**config.mk**
```make
export PLATFORM = sky130hd
export DESIGN_NAME = word_mux_sequencer_flat
export DESIGN_NICKNAME = d
export VERILOG_FILES = /design/src/rtl/word_mux_sequencer_if.sv /design/src/rtl/word_mux_sequencer.sv /design/src/flat_wrapper.sv
export SDC_FILE = /design/constraint.sdc
export NUM_CORES = 1
export LEC_CHECK = 0
export ABC_AREA = 1
export CAP_MARGIN = 20
export CORE_MARGIN = 5
export CORE_UTILIZATION = 52
export DETAILED_ROUTE_END_ITERATION = 10
export GPL_ROUTABILITY_DRIVEN = 0
export PLACE_DENSITY = 0.8
export SYNTH_ARGS = -nofsm -noshare
export SYNTH_HDL_FRONTEND = slang
export SYNTH_SLANG_ARGS = --single-unit
```
**constraint.sdc**
```tcl
create_clock -name inClk -period 2.2 [get_ports inClk]
set_input_delay 0.44 -clock inClk [delete_from_list [all_inputs] [get_ports inClk]]
set_output_delay 0.44 -clock inClk [all_outputs]
set_load 0.01 [all_outputs]
```
**src/rtl/word_mux_sequencer_if.sv**
```systemverilog
// ---------------------------------------------------------------------------
// word_mux_sequencer_if
//   Request side and output stream of word_mux_sequencer, grouped into one bundle.
//
//   Request side (master drives, slave consumes):
//     inData    NUM_CH packed words; word k = inData[k*DATA_W +: DATA_W]
//     inSel     word index used in direct mode
//     inMode    0 = direct, 1 = sequence
//     inValid   request valid
//     outAccept request accepted when inValid && outAccept
//   Output stream (slave drives, master consumes):
//     outData   registered output word
//     outValid  outData valid
//     inReady   downstream ready; a beat moves when outValid && inReady
//     outLast   final beat of a request
//     outIdx    index of the word on outData
//     outBusy   a sequence still has words to load
// ---------------------------------------------------------------------------
interface word_mux_sequencer_if #(
  parameter int DATA_W = 4,
  parameter int NUM_CH = 8,
  parameter int SEL_W  = (NUM_CH > 1) ? $clog2(NUM_CH) : 1
);
  logic [NUM_CH*DATA_W-1:0] inData;
  logic [SEL_W-1:0]         inSel;
  logic                     inMode;
  logic                     inValid;
  logic                     outAccept;
  logic [DATA_W-1:0]        outData;
  logic                     outValid;
  logic                     inReady;
  logic                     outLast;
  logic [SEL_W-1:0]         outIdx;
  logic                     outBusy;

  // Requester / downstream consumer side.
  modport master (
    output inData, inSel, inMode, inValid, inReady,
    input  outAccept, outData, outValid, outLast, outIdx, outBusy
  );

  // Sequencer side.
  modport slave (
    input  inData, inSel, inMode, inValid, inReady,
    output outAccept, outData, outValid, outLast, outIdx, outBusy
  );
endinterface

```
**src/rtl/word_mux_sequencer.sv**
```systemverilog
// ---------------------------------------------------------------------------
// word_mux_sequencer
//   Registered word multiplexer with a valid/ready output stream.
//   Direct mode returns one selected word. Sequence mode snapshots all
//   NUM_CH words and then streams them out in index order, one word per
//   handshake.
//
//   Ports:
//     inClk     clock, all state on the rising edge
//     inResetN  asynchronous active-low reset
//     bus       word_mux_sequencer_if.slave (request side + output stream)
// ---------------------------------------------------------------------------
module word_mux_sequencer #(
  parameter int DATA_W = 4,
  parameter int NUM_CH = 8,
  parameter int SEL_W  = (NUM_CH > 1) ? $clog2(NUM_CH) : 1
) (
  input  logic                  inClk,
  input  logic                  inResetN,
  word_mux_sequencer_if.slave   bus
);

  typedef enum logic {IDLE, SEQ} state_t;

  localparam logic [SEL_W-1:0] LAST_IDX = SEL_W'(NUM_CH - 1);

  state_t                   state_reg, state_next;
  logic [NUM_CH*DATA_W-1:0] snap_reg, snap_next;
  logic [DATA_W-1:0]        data_reg, data_next;
  logic [SEL_W-1:0]         idx_reg, idx_next;
  logic                     last_reg, last_next;
  logic                     valid_reg, valid_next;

  logic [DATA_W-1:0] in_words   [NUM_CH];
  logic [DATA_W-1:0] snap_words [NUM_CH];
  logic [DATA_W-1:0] direct_word;
  logic [SEL_W-1:0]  idx_inc;
  logic              sel_in_range;
  logic              adv;
  logic              accept_ok;
  logic              accept;

  // Unpack the live input words and the snapshot into word arrays.
  generate
    for (genvar gi = 0; gi < NUM_CH; gi++) begin : g_words
      assign in_words[gi]   = bus.inData[gi*DATA_W +: DATA_W];
      assign snap_words[gi] = snap_reg[gi*DATA_W +: DATA_W];
    end
  endgenerate

  // The output register may only load when it is empty or being drained.
  assign adv = !valid_reg || bus.inReady;

  // Gated by reset so no request can be accepted while reset is held,
  // even though the IDLE/empty state would otherwise allow it.
  assign accept_ok = inResetN && (state_reg == IDLE) && adv;
  assign accept    = bus.inValid && accept_ok;

  // Out-of-range selects (only possible when NUM_CH is not a power of 2)
  // return a zero word rather than an undefined lane.
  assign sel_in_range = (32'(bus.inSel) < NUM_CH);
  assign direct_word  = sel_in_range ? in_words[bus.inSel] : '0;

  // In SEQ the index never reaches LAST_IDX, so the increment cannot wrap.
  assign idx_inc = idx_reg + 1'b1;

  always_comb begin
    state_next = state_reg;
    snap_next  = snap_reg;
    data_next  = data_reg;
    idx_next   = idx_reg;
    last_next  = last_reg;
    valid_next = valid_reg;

    if (adv) begin
      case (state_reg)
        IDLE: begin
          if (accept) begin
            valid_next = 1'b1;
            if (bus.inMode) begin
              snap_next = bus.inData;
              data_next = in_words[0];
              idx_next  = '0;
              last_next = (NUM_CH == 1);
              if (NUM_CH > 1) begin
                state_next = SEQ;
              end
            end else begin
              data_next = direct_word;
              idx_next  = bus.inSel;
              last_next = 1'b1;
            end
          end else begin
            // Drained with nothing new: drop valid, keep data/index visible.
            valid_next = 1'b0;
            last_next  = 1'b0;
          end
        end
        SEQ: begin
          // Valid is always high here, so adv means the current beat moved.
          idx_next  = idx_inc;
          data_next = snap_words[idx_inc];
          last_next = (idx_inc == LAST_IDX);
          // Leave SEQ as the final word loads, so a new request can be
          // accepted on the edge that transfers it.
          if (idx_inc == LAST_IDX) begin
            state_next = IDLE;
          end
        end
      endcase
    end
  end

  always_ff @(posedge inClk or negedge inResetN) begin
    if (!inResetN) begin
      state_reg <= IDLE;
      snap_reg  <= '0;
      data_reg  <= '0;
      idx_reg   <= '0;
      last_reg  <= 1'b0;
      valid_reg <= 1'b0;
    end else begin
      state_reg <= state_next;
      snap_reg  <= snap_next;
      data_reg  <= data_next;
      idx_reg   <= idx_next;
      last_reg  <= last_next;
      valid_reg <= valid_next;
    end
  end

  assign bus.outAccept = accept_ok;
  assign bus.outData   = data_reg;
  assign bus.outValid  = valid_reg;
  assign bus.outLast   = last_reg;
  assign bus.outIdx    = idx_reg;
  assign bus.outBusy   = (state_reg == SEQ);

endmodule

```
**src/flat_wrapper.sv**
```systemverilog
// flat-port wrapper written by rule: the top's interface ports become plain ports
module word_mux_sequencer_flat 
#(
  parameter int DATA_W = 4,
  parameter int NUM_CH = 8,
  parameter int SEL_W  = (NUM_CH > 1) ? $clog2(NUM_CH) : 1
)
  (inClk, inResetN, bus_inData, bus_inSel, bus_inMode, bus_inValid, bus_inReady, bus_outAccept, bus_outData, bus_outValid, bus_outLast, bus_outIdx, bus_outBusy);
  word_mux_sequencer_if #(.DATA_W(DATA_W), .NUM_CH(NUM_CH), .SEL_W(SEL_W)) bus_i ();
  input  logic inClk;
  input  logic inResetN;
  input wire logic [$bits(bus_i.inData)-1:0] bus_inData;
  input wire logic [$bits(bus_i.inSel)-1:0] bus_inSel;
  input wire logic [$bits(bus_i.inMode)-1:0] bus_inMode;
  input wire logic [$bits(bus_i.inValid)-1:0] bus_inValid;
  input wire logic [$bits(bus_i.inReady)-1:0] bus_inReady;
  output wire logic [$bits(bus_i.outAccept)-1:0] bus_outAccept;
  output wire logic [$bits(bus_i.outData)-1:0] bus_outData;
  output wire logic [$bits(bus_i.outValid)-1:0] bus_outValid;
  output wire logic [$bits(bus_i.outLast)-1:0] bus_outLast;
  output wire logic [$bits(bus_i.outIdx)-1:0] bus_outIdx;
  output wire logic [$bits(bus_i.outBusy)-1:0] bus_outBusy;
  assign bus_i.inData = bus_inData;
  assign bus_i.inSel = bus_inSel;
  assign bus_i.inMode = bus_inMode;
  assign bus_i.inValid = bus_inValid;
  assign bus_i.inReady = bus_inReady;
  assign bus_outAccept = bus_i.outAccept;
  assign bus_outData = bus_i.outData;
  assign bus_outValid = bus_i.outValid;
  assign bus_outLast = bus_i.outLast;
  assign bus_outIdx = bus_i.outIdx;
  assign bus_outBusy = bus_i.outBusy;
  word_mux_sequencer #(.DATA_W(DATA_W), .NUM_CH(NUM_CH), .SEL_W(SEL_W)) u_core (.inClk(inClk), .inResetN(inResetN), .bus(bus_i));
endmodule
```
# After elaboration in Yosys (flattened, before gate mapping)
# Cells that the tools add are included.
dict set report word_totals {
  elab_cells 42
  output_inout_bits 11
  inputBits 40
  reg_bits 42
}
dict set report classes {
  n_addsub 1
  n_lt_le_gt_ge 2
  muxes 20
  eq_ne 2
  n_reduce_logical 8
  n_bitwise 3
}
# cell n
set op_table {}
lappend op_table {{binary-select mux 4 bit (select 3 bit)} 2}
lappend op_table {{2-to-1 mux 4 bit} 6}
lappend op_table {{>= comparator 4 bit, second input constant} 2}
lappend op_table {{NOT 3 -> 4 bit} 2}
lappend op_table {{one-hot mux 4 bit (2 select lines)} 1}
lappend op_table {{2-to-1 mux 1 bit} 6}
lappend op_table {{2-to-1 mux 3 bit} 2}
lappend op_table {{one-hot mux 3 bit (2 select lines)} 1}
lappend op_table {{one-hot mux 1 bit (2 select lines)} 2}
lappend op_table {{AND reduction 2 bit} 2}
lappend op_table {{AND reduction 4 bit} 1}
lappend op_table {{adder 3 x 1 -> 3 bit, second input constant} 1}
lappend op_table {{== test 3 bit, second input constant} 1}
lappend op_table {{logical AND 1 bit} 3}
lappend op_table {{!= test 2 x 1 -> 1 bit, second input constant} 1}
lappend op_table {{zero test 1 bit} 1}
lappend op_table {{logical OR 1 bit} 1}
lappend op_table {{NOT 1 bit} 1}

# Depth between registers and ports, before layout
# Gate-level depths: netlist of run 1.
dict set report logic_depth {
  ltp_word 7
  ltp_mapped 14
  ltp_nobuf 11
}

# Least setup slack after synthesis of run 1
# OpenSTA, ideal clock, no wires.
dict set report synth_timing {
  kind {register to register}
  startpoint {register u_core.idx_reg[0], in the netlist u_core.bus.outIdx[0]}
  endpoint {register u_core.data_reg[0], in the netlist u_core.bus.outData[0]}
  path_slack_ps 300
  required_ps 2079
  path_stages_with_launch 13
  setup_ps 121
  arrival_time_ps 1779
  period_less_slack_ps 1900
  n_path_buf 3
  cell_sequence {dfrtp_1 buf_4 inv_4 buf_4 ha_1 buf_4 clkinv_1 nand3_1 nand2_1 nand2_1 nand3_1 o21bai_1 nand2_1}
}
dict set report synth_via {
  elab_chain_cells 6
}
# element line_no
set synth_lines {}
lappend synth_lines {{start, declared} word_mux_sequencer.sv:30} ;# logic [SEL_W-1:0] idx_reg, idx_next;
lappend synth_lines {{start signal, assigned} word_mux_sequencer.sv:126} ;# idx_reg <= idx_next;
lappend synth_lines {{adder 3 x 1 -> 3 bit} word_mux_sequencer.sv:65} ;# assign idx_inc = idx_reg + 1'b1;
lappend synth_lines {{NOT 3 -> 4 bit (not written as such)} word_mux_sequencer.sv:102} ;# data_next = snap_words[idx_inc];
lappend synth_lines {{binary-select mux 4 bit (select 3 bit)} word_mux_sequencer.sv:102}
lappend synth_lines {{2-to-1 mux 4 bit (not written as such) (2 in series)} word_mux_sequencer.sv:102}
lappend synth_lines {{one-hot mux 4 bit (2 select lines)} word_mux_sequencer.sv:76} ;# case (state_reg)
lappend synth_lines {{end signal, assigned} word_mux_sequencer.sv:125} ;# data_reg <= data_next;
lappend synth_lines {{end, declared} word_mux_sequencer.sv:29} ;# logic [DATA_W-1:0] data_reg, data_next;
# Every way passes these cells. The select of a mux whose other input is x is not followed.
# A chain may end at the register's enable or synchronous reset.

# Worst setup path after layout of run 1
dict set report layout_timing {
  startpoint {input bus_inReady}
  endpoint {output bus_outAccept}
}
dict set report layout_via {
  elab_chain_cells 2
}
# element line_no
set layout_lines {}
lappend layout_lines {{start, declared} flat_wrapper.sv:16} ;# input wire logic [$bits(bus_i.inReady)-1:0] bus_inReady;
lappend layout_lines {{logical OR 1 bit} word_mux_sequencer.sv:52} ;# assign adv = !valid_reg || bus.inReady;
lappend layout_lines {{logical AND 1 bit} word_mux_sequencer.sv:56} ;# assign accept_ok = inResetN && (state_reg == IDLE) && adv;
lappend layout_lines {{end, declared} flat_wrapper.sv:17} ;# output wire logic [$bits(bus_i.outAccept)-1:0] bus_outAccept;
# Every way passes these cells.

==> impl_metrics.json, run 1 <==
{
  "dp_hpwl_mm": 4.79,
  "synth_area_per_cell_um2": 7.09,
  "worstPathRequired_ps": 1760,
  "pin_count": 51,
  "final_antenna_net_count": 0,
  "largest_register_ffs": 32,
  "clock_skew_ps": 5.38,
  "areaGrowthSynthToFinish_pct": 23.4,
  "yosysUniqueCellTypes": 27,
  "synth_flop_cell": "dfrtp_1",
  "rows": 26,
  "ctsResizeCount": 0,
  "drt_pass1_iterations": 4,
  "async_flop_share_pct": 100,
  "synth_most_common_cell": "nand2_1",
  "post_drt_wl_per_cell_um": 13.1,
  "cpMaxStageDelayCell": "clkdlybuf4s50_1",
  "max_freq_mhz": 469,
  "outcome": "completed",
  "setup_tns_ps": 0,
  "cap_violations": 0,
  "max_stage_delay_ps": 540,
  "cts_tree": "built",
  "grt_use_total_pct": 21.4,
  "ys_seq_area_share_pct": 39.0,
  "synth_nets": 422,
  "min_path_type": "input pin to async pin",
  "slew_headroom_pct": 63.3,
  "clock_sinks": 42,
  "fin_util_pct": 65.5,
  "cts.repair_timing.setup_buffer_count": 0,
  "reg2reg_from": "u_core.bus.outIdx[0]$_DFFE_PN0P_",
  "setup_viol": 0,
  "die_y_um": 82.0,
  "leakage_nw": 1.78,
  "cp.buffers_inverters": 4,
  "worst-setup-path-type": "input pin to output pin",
  "coreArea_um2": 5070,
  "rsz0062_at_grt": "no",
  "final.setup.worst_slack_ps": 66.2,
  "start_util_pct": 53.1,
  "initialDrtViolationCount": 157,
  "dp_cells": 494,
  "yosysWarningCount": 0,
  "pwr-share-seq_pct": 35.3,
  "grt_pass1_wl_mm": 11.0,
  "path_cells": "clkdlybuf4s50_1, inv_1, nand2_2, inv_2, nor2_4, clkdlybuf4s50_1",
  "hold_viol": 0,
  "die-area_um2": 6720,
  "first_global_vias": 2482,
  "wl_mm": 6.60,
  "clk_pin_slew_ps": 80,
  "layout-drive-gt1-share_pct": 14.1,
  "antenna_found_initial": 0,
  "dpl-instance-area_um2": 3230,
  "timing.final.crit_share_pct": 97.0,
  "whs_ps": 346,
  "p_per_area_nw_per_um2": 1180,
  "crit_family": "buffers and inverters",
  "htreeDepth": 2,
  "yosysTopAreaCellShare_pct": 39.0,
  "ys_ff_latch": 42,
  "r2r_slack_ps": 300,
  "synth-edff-count": 0,
  "endpoint_kind": "output pin",
  "finalNonFillerCells": 502,
  "p_int_mw": 2.25,
  "p_sw_share_pct": 42.7,
  "vias": 2504,
  "rr_endpoint": "u_core.bus.outData[1]$_DFFE_PN0P_",
  "nets": 473,
  "power_frac_clock_pct": 13.3,
  "postCtsHoldBufs": 0,
  "via_per_inst": 4.99,
  "worstSetupStartpointType": "input pin",
  "final_area_um2": 3320,
  "power_mw": 3.92,
  "yosysTopAreaCell": "dfrtp_1",
  "clkLatencyLatePin_ps": 300,
  "antenna_cells": 0,
  "cp_max_fo": 3,
  "synth_common_cells": "132 x nand2_1, 72 x inv_1, 42 x dfrtp_1",
  "worstMarginPinSlew_ps": 551,
  "nFillCells": 484,
  "worstPathArrival_ps": 1690,
  "crit_cells": 6,
  "cts_made_buffers": 5,
  "power_frac_comb_pct": 51.4,
  "ir_drop_v": 0.000469,
  "cts-root-buf": "clkbuf_8",
  "grt_start_max_net_pins": 66,
  "dieWidth_um": 82.0,
  "preCtsSetupSlack_ps": 61.2,
  "clockBufferDepth": 2,
  "netlist_instances": 380,
  "synth_area_um2": 2690,
  "port_buffers": 50,
  "overflow": 0,
  "drc": 0,
  "netSwitchingPower_mw": 1.67,
  "post-route-min-period_ps": 2130,
  "synthTopCellsByArea": "dfrtp_1 39%, nand2_1 18%, inv_1 10%",
  "path_common_cell": "clkdlybuf4s50_1",
  "slew_violations": 0,
  "rr_worst_depth": 9
}
metal layers:
metal | track usage, % | part of all wire (%) | vias to the layer above
li1 | - | - | 1258
met1 | 25.8 | 39 | 1142
met2 | 38.3 | 50 | 91
met3 | 3.29 | 8.6 | 13
met4 | 7.31 | 2.1 | 0
met5 | 0 | 0 | -
worst max-delay path by stage:
stage	to	slack [ps]	from
after detailed placement	bus_outAccept	60	bus_inReady
final	bus_outAccept	70	bus_inReady
after global routing	bus_outAccept	20	bus_inReady
after global placement	bus_outAccept	80	bus_inReady
after CTS	bus_outAccept	60	bus_inReady
after floorplan	u_core.bus.outData[0]$_DFFE_PN0P_	300	u_core.bus.outIdx[0]$_DFFE_PN0P_
power by group through the flow:
stage	logic [mW]	clock network (mW)	registers, mW
2_1_floorplan	1.40	0	1.37
3_3_place_gp	1.95	0	1.37
3_5_place_dp	2.02	0	1.40
4_1_cts	2.03	0.532	1.38
5_1_grt	2.27	0.565	1.42
6_report	2.02	0.521	1.39
worst register-to-register path: stages (launching register included):
cell	delay (ps)
dfrtp_1	470
inv_4	50
ha_1	300
clkinv_1	270
nand3_1	200
nand2_1	80
nand2_1	80
nand3_1	90
o21bai_1	180
nand2_1	70
final cells by class:
| cell class | instances | area (um2) | area share, % |
|---|---|---|---|
| inverters | 78 | 300 | 9.04 |
| multi-input cells | 245 | 1220 | 36.6 |
| clock buffers | 7 | 86.3 | 2.60 |
| flip-flops and latches | 42 | 1050 | 31.6 |
| repair buffers | 59 | 576 | 17.3 |
| clock inverters | 1 | 5.00 | 0.151 |
| well taps | 70 | 87.6 | 2.64 |
cell families after synthesis:
group	Yosys count	share of synthesized area (%)
AOI/OAI and AO/OA	48	12.8
adders and majority gates	2	0.929
buffers and inverters	93	15.8
DFF	42	39.0
and+or+nand+nor	195	31.5
cells in the final DEF, fill, tap and decap left out, types with 2 or more instances in the layout:
cell type        synthesis  final
nand2_1                132    132
inv_1                   72     72
clkdlybuf4s50_1          0     49
dfrtp_1                 42     42
nand3_1                 38     38
o21ai_2                 23     23
nand2_2                 13     13
o21ai_0                  8      8
o21ai_1                  8      8
buf_4                    5      8
nor2_1                   7      7
clkbuf_8                 0      6
inv_4                    3      3
o21bai_1                 3      3
inv_2                    2      2
a21oi_1                  2      2
ha_1                     2      2
Note: power is estimated with default switching activity, not from simulation.
==> run 2: changes to the inputs <==
Settings changed: GPL_TIMING_DRIVEN from default to 0.
==> impl_metrics.json, run 2 (synthesis results as in run 1) <==
{
  "cap_violations": 0,
  "clock_skew_ps": 7.25,
  "final.setup.worst_slack_ps": 167,
  "post-route-min-period_ps": 2030,
  "wl_mm": 6.98,
  "areaGrowthSynthToFinish_pct": 25.7,
  "die-area_um2": 6720,
  "post_drt_wl_per_cell_um": 13.7,
  "cp_max_fo": 10,
  "path_cells": "buf_4, inv_4, buf_4, ha_1, buf_4, inv_4, nand3_1, nand2_1, nand2_1, nand3_1, o21bai_1, nand2_1",
  "hold_viol": 0,
  "initialDrtViolationCount": 209,
  "grt_pass1_wl_mm": 11.4,
  "worstSetupStartpointType": "flop",
  "port_buffers": 48,
  "cts_tree": "built",
  "dieWidth_um": 82.0,
  "worstMarginPinSlew_ps": 603,
  "clk_pin_slew_ps": 90,
  "worstPathArrival_ps": 2230,
  "finalNonFillerCells": 508,
  "rsz0062_at_grt": "no",
  "final_cell_mix": "132 x nand2_1, 72 x inv_1, 46 x clkdlybuf4s50_1",
  "antenna_found_initial": 0,
  "timing.final.crit_share_pct": 92.4,
  "clockBufferDepth": 2,
  "reg2reg_from": "u_core.bus.outIdx[0]$_DFFE_PN0P_",
  "nets": 479,
  "dp_hpwl_mm": 5.17,
  "outcome": "completed",
  "via_per_inst": 5.04,
  "overflow": 0,
  "cts.repair_timing.setup_buffer_count": 0,
  "r2r_slack_ps": 170,
  "grt_start_max_net_pins": 32,
  "first_global_vias": 2496,
  "setup_viol": 0,
  "grt_use_total_pct": 22.4,
  "power_frac_clock_pct": 13.6,
  "cts_made_buffers": 5,
  "coreArea_um2": 5070,
  "netSwitchingPower_mw": 1.70,
  "dp_cells": 499,
  "drt_pass1_iterations": 4,
  "leakage_nw": 1.82,
  "clock_sinks": 42,
  "cpMaxStageDelayCell": "dfrtp_1",
  "drc": 0,
  "max_freq_mhz": 492,
  "p_per_area_nw_per_um2": 1170,
  "clkLatencyLatePin_ps": 300,
  "start_util_pct": 53.1,
  "ir_drop_v": 0.000475,
  "final_common_cell": "nand2_1",
  "final_antenna_net_count": 0,
  "preCtsSetupSlack_ps": -65.9,
  "slew_headroom_pct": 59.7,
  "antenna_cells": 0,
  "worstPathRequired_ps": 2400,
  "vias": 2560,
  "min_path_type": "input pin to async pin",
  "power_frac_comb_pct": 51.9,
  "max_stage_delay_ps": 380,
  "rr_endpoint": "u_core.bus.outData[3]$_DFFE_PN0P_",
  "largest_register_ffs": 32,
  "cts-root-buf": "clkbuf_8",
  "die_y_um": 82.0,
  "rr_worst_depth": 12,
  "endpoint_kind": "flop",
  "rows": 26,
  "p_int_mw": 2.26,
  "slew_violations": 0,
  "pin_count": 51,
  "p_sw_share_pct": 42.9,
  "worst-setup-path-type": "flop to flop",
  "htreeDepth": 2,
  "layout-drive-gt1-share_pct": 16.0,
  "timing.critical_path.from": "u_core.bus.outIdx[0]$_DFFE_PN0P_",
  "pwr-share-seq_pct": 34.5
}
[run 2: through the flow]
stage	utilization [%]	power, mW	area [um2]	hold slack [ps]	setup TNS (ps)
after floorplan	-	2.77	2690	144	0
after global routing	66.7	4.32	3390	92.5	0
after CTS	66.7	3.96	3380	87.0	0
after global placement	64.3	3.34	3260	462	-71550
final	66.7	3.97	3390	73.8	0
after detailed placement	64.6	3.41	3280	369	-250
[run 2: critical path, delay by kind of cell (launching register included)]
kind                       cells  cell delay (ps)
adders and majority gates      1              280
buffers and inverters          5              710
DFF                            1              380
and+or+nand+nor                5              370
AOI/OAI and AO/OA              1              180
[run 2: layer usage]
layer | part of all wire [%] | vias to the layer above | global-route usage [%]
met5 | 0 | - | 0
met4 | 2.5 | 0 | 8.80
met3 | 7.6 | 16 | 4.17
met2 | 49 | 97 | 37.8
met1 | 41 | 1176 | 28.2
li1 | - | 1271 | -
[run 2: final cells by class]
type                    count  area [um2]
fillers                   465        1690
multi-input cells         245        1220
flip-flops and latches     42        1050
repair buffers             50         507
inverters                  78         303
plain buffers              15         125
well taps                  70        87.6
clock buffers               6        82.6
clock inverters             2        12.5
[run 2: worst max-delay path by stage]
| stage | to | slack [ps] | cells past startpoint |
|---|---|---|---|
| 6_report | u_core.bus.outData[3]$_DFFE_PN0P_ | 170 | 12 |
| 3_3_place_gp | bus_outAccept | -1530 | 4 |
| 3_5_place_dp | u_core.bus.outData[1]$_DFFE_PN0P_ | -70 | 12 |
| 4_1_cts | u_core.bus.outData[3]$_DFFE_PN0P_ | 90 | 12 |
| 2_1_floorplan | u_core.bus.outData[0]$_DFFE_PN0P_ | 300 | 12 |
| 5_1_grt | u_core.bus.outData[2]$_DFFE_PN0P_ | 40 | 14 |
[run 2: power groups by stage]
stage / sequential (mW) / clock, mW / combinational [mW]
after floorplan: 1.37 / 0 / 1.40
after global placement: 1.36 / 0 / 1.98
after detailed placement: 1.38 / 0 / 2.03
after CTS: 1.37 / 0.545 / 2.05
after global routing: 1.42 / 0.574 / 2.33
final: 1.37 / 0.539 / 2.06
[run 2: timing repair]
| item | in CTS | in global routing |
|---|---|---|
| gates resized for setup | 3 | 1 |
| hold endpoints to repair | 13 | 0 |
| hold buffers | 1 | 0 |
| setup endpoints to repair | 5 | 4 |
==> run 3: changes to the inputs <==
Settings changed: GPL_ROUTABILITY_DRIVEN 0 to default, SLEW_MARGIN from default to 20.
==> impl_metrics.json, run 3 (synthesis results as in run 1) <==
{
  "grt_start_max_net_pins": 28,
  "crit_family": "buffers and inverters",
  "final_area_um2": 3370,
  "grt_pass1_wl_mm": 10.9,
  "cp.buffers_inverters": 5,
  "slew_headroom_pct": 71.5,
  "post_drt_wl_per_cell_um": 13.2,
  "final_antenna_net_count": 0,
  "endpoint_kind": "flop",
  "clockBufferDepth": 2,
  "worstPathRequired_ps": 2380,
  "largest_register_ffs": 32,
  "port_buffers": 48,
  "overflow": 0,
  "worst-setup-path-type": "flop to flop",
  "outcome": "finished with violations",
  "place_congestion": 0.982,
  "whs_ps": -2.07,
  "layout-drive-gt1-share_pct": 16.0,
  "vias": 2490,
  "setup_tns_ps": 0,
  "worstMarginPinSlew_ps": 427,
  "clkLatencyLatePin_ps": 300,
  "cts.repair_timing.setup_buffer_count": 0,
  "start_util_pct": 53.1,
  "postCtsHoldBufs": 0,
  "coreArea_um2": 5070,
  "dieWidth_um": 82.0,
  "antenna_found_initial": 0,
  "dp_hpwl_mm": 5.17,
  "pin_count": 51,
  "via_per_inst": 4.91,
  "path_cells": "buf_4, inv_4, buf_4, ha_1, buf_4, inv_4, nand3_1, nand2_1, nand2_1, nand3_1, o21bai_1, nand2_1",
  "die-area_um2": 6720,
  "initialDrtViolationCount": 213,
  "failed_checks": "negative hold slack",
  "max_stage_delay_ps": 380,
  "cts_made_buffers": 5,
  "antenna_cells": 0,
  "clk_pin_slew_ps": 90,
  "htreeDepth": 2,
  "drt_pass1_iterations": 4,
  "clock_skew_ps": 10.8,
  "cpMaxStageDelayCell": "dfrtp_1",
  "final_cell_mix": "132 x nand2_1, 72 x inv_1, 46 x clkdlybuf4s50_1",
  "setup_viol": 0,
  "clock_sinks": 42,
  "min_path_type": "input pin to async pin",
  "cap_violations": 0,
  "nFillCells": 470,
  "final_common_cell": "nand2_1",
  "rows": 26,
  "rsz0062_at_grt": "no",
  "cts_tree": "built",
  "die_y_um": 82.0,
  "worstSetupStartpointType": "flop",
  "worstPathArrival_ps": 2240,
  "cp_max_fo": 10,
  "slew_violations": 0,
  "post-route-min-period_ps": 2060,
  "max_freq_mhz": 485,
  "cts-root-buf": "clkbuf_8",
  "ir_drop_v": 0.000507,
  "wl_mm": 6.70,
  "drc": 0,
  "dpl-instance-area_um2": 3280,
  "p_per_area_nw_per_um2": 1170,
  "hold_viol": 3,
  "areaGrowthSynthToFinish_pct": 25.3,
  "nets": 478,
  "grt_use_total_pct": 21.4,
  "leakage_nw": 1.82,
  "first_global_vias": 2355,
  "timing.final.crit_share_pct": 93.7
}
## run 3: report_power, final
group	switching [mW]	internal, mW	total (mW)
clock network	0.300	0.229	0.530
registers	0.226	1.14	1.36
logic	1.17	0.872	2.04
total	1.70	2.24	3.94
## run 3: timing repair
| action | 4_1_cts | 5_1_grt |
|---|---|---|
| gates resized for setup | 3 | 1 |
| endpoints found under the setup margin | 5 | 4 |
| gates cloned | 0 | 0 |
## run 3: final cells by class
type / count / area (um2) / area share (%)
multi-input cells: 245 / 1220 / 36.1
clock buffers: 5 / 68.8 / 2.04
repair buffers: 49 / 497 / 14.7
plain buffers: 15 / 125 / 3.71
inverters: 78 / 303 / 8.97
flip-flops and latches: 42 / 1050 / 31.1
clock inverters: 3 / 25.0 / 0.742
well taps: 70 / 87.6 / 2.60
## run 3: worst register-to-register path: stages, from the launching register on
cell and delay [ps]:
dfrtp_1 380, buf_4 190, inv_4 80, buf_4 180
ha_1 290, buf_4 180, inv_4 80, nand3_1 100
nand2_1 60, nand2_1 60, nand3_1 80, o21bai_1 180
nand2_1 80
## run 3: final timing paths
kind | startpoint | to | slack (ps) | cells past startpoint
setup / recovery | u_core.bus.outIdx[0]$_DFFE_PN0P_ | u_core.bus.outData[3]$_DFFE_PN0P_ | 140 | 12
hold / removal | inResetN | u_core.snap_reg[15]$_DFFE_PN0P_ | -2 | 1
setup reg to reg | u_core.bus.outIdx[0]$_DFFE_PN0P_ | u_core.bus.outData[3]$_DFFE_PN0P_ | 140 | 12
hold reg to reg | u_core.bus.outData[1]$_DFFE_PN0P_ | u_core.bus.outData[1]$_DFFE_PN0P_ | 480 | 2
max in group asynchronous | inResetN | u_core.bus.outIdx[1]$_DFFE_PN0P_ | 1780 | 2
min in group inClk | u_core.bus.outData[1]$_DFFE_PN0P_ | u_core.bus.outData[1]$_DFFE_PN0P_ | 480 | 2
## run 3: through the flow
step | util, % | setup slack (ps) | hold slack [ps] | cells | power [mW]
after detailed placement | 64.6 | -97.9 | 407 | 499 | 3.41
after CTS | 66.5 | 64.8 | 4.08 | 507 | 3.94
after global placement | 64.3 | -1520 | 462 | 498 | 3.35
after global routing | 66.5 | 2.50 | 14.5 | 507 | 4.30
after floorplan | - | 300 | 144 | 380 | 2.77
final | 66.5 | 139 | -2.07 | 507 | 3.94
## run 3: layer usage
metal  track usage (%)  up-vias  part of all wire (%)
met1              28.3     1135                    43
met5                 0        -                     0
met4              5.81        0                   1.9
li1                  -     1266                     -
met2              36.2       77                    49
met3              3.62       12                   6.3
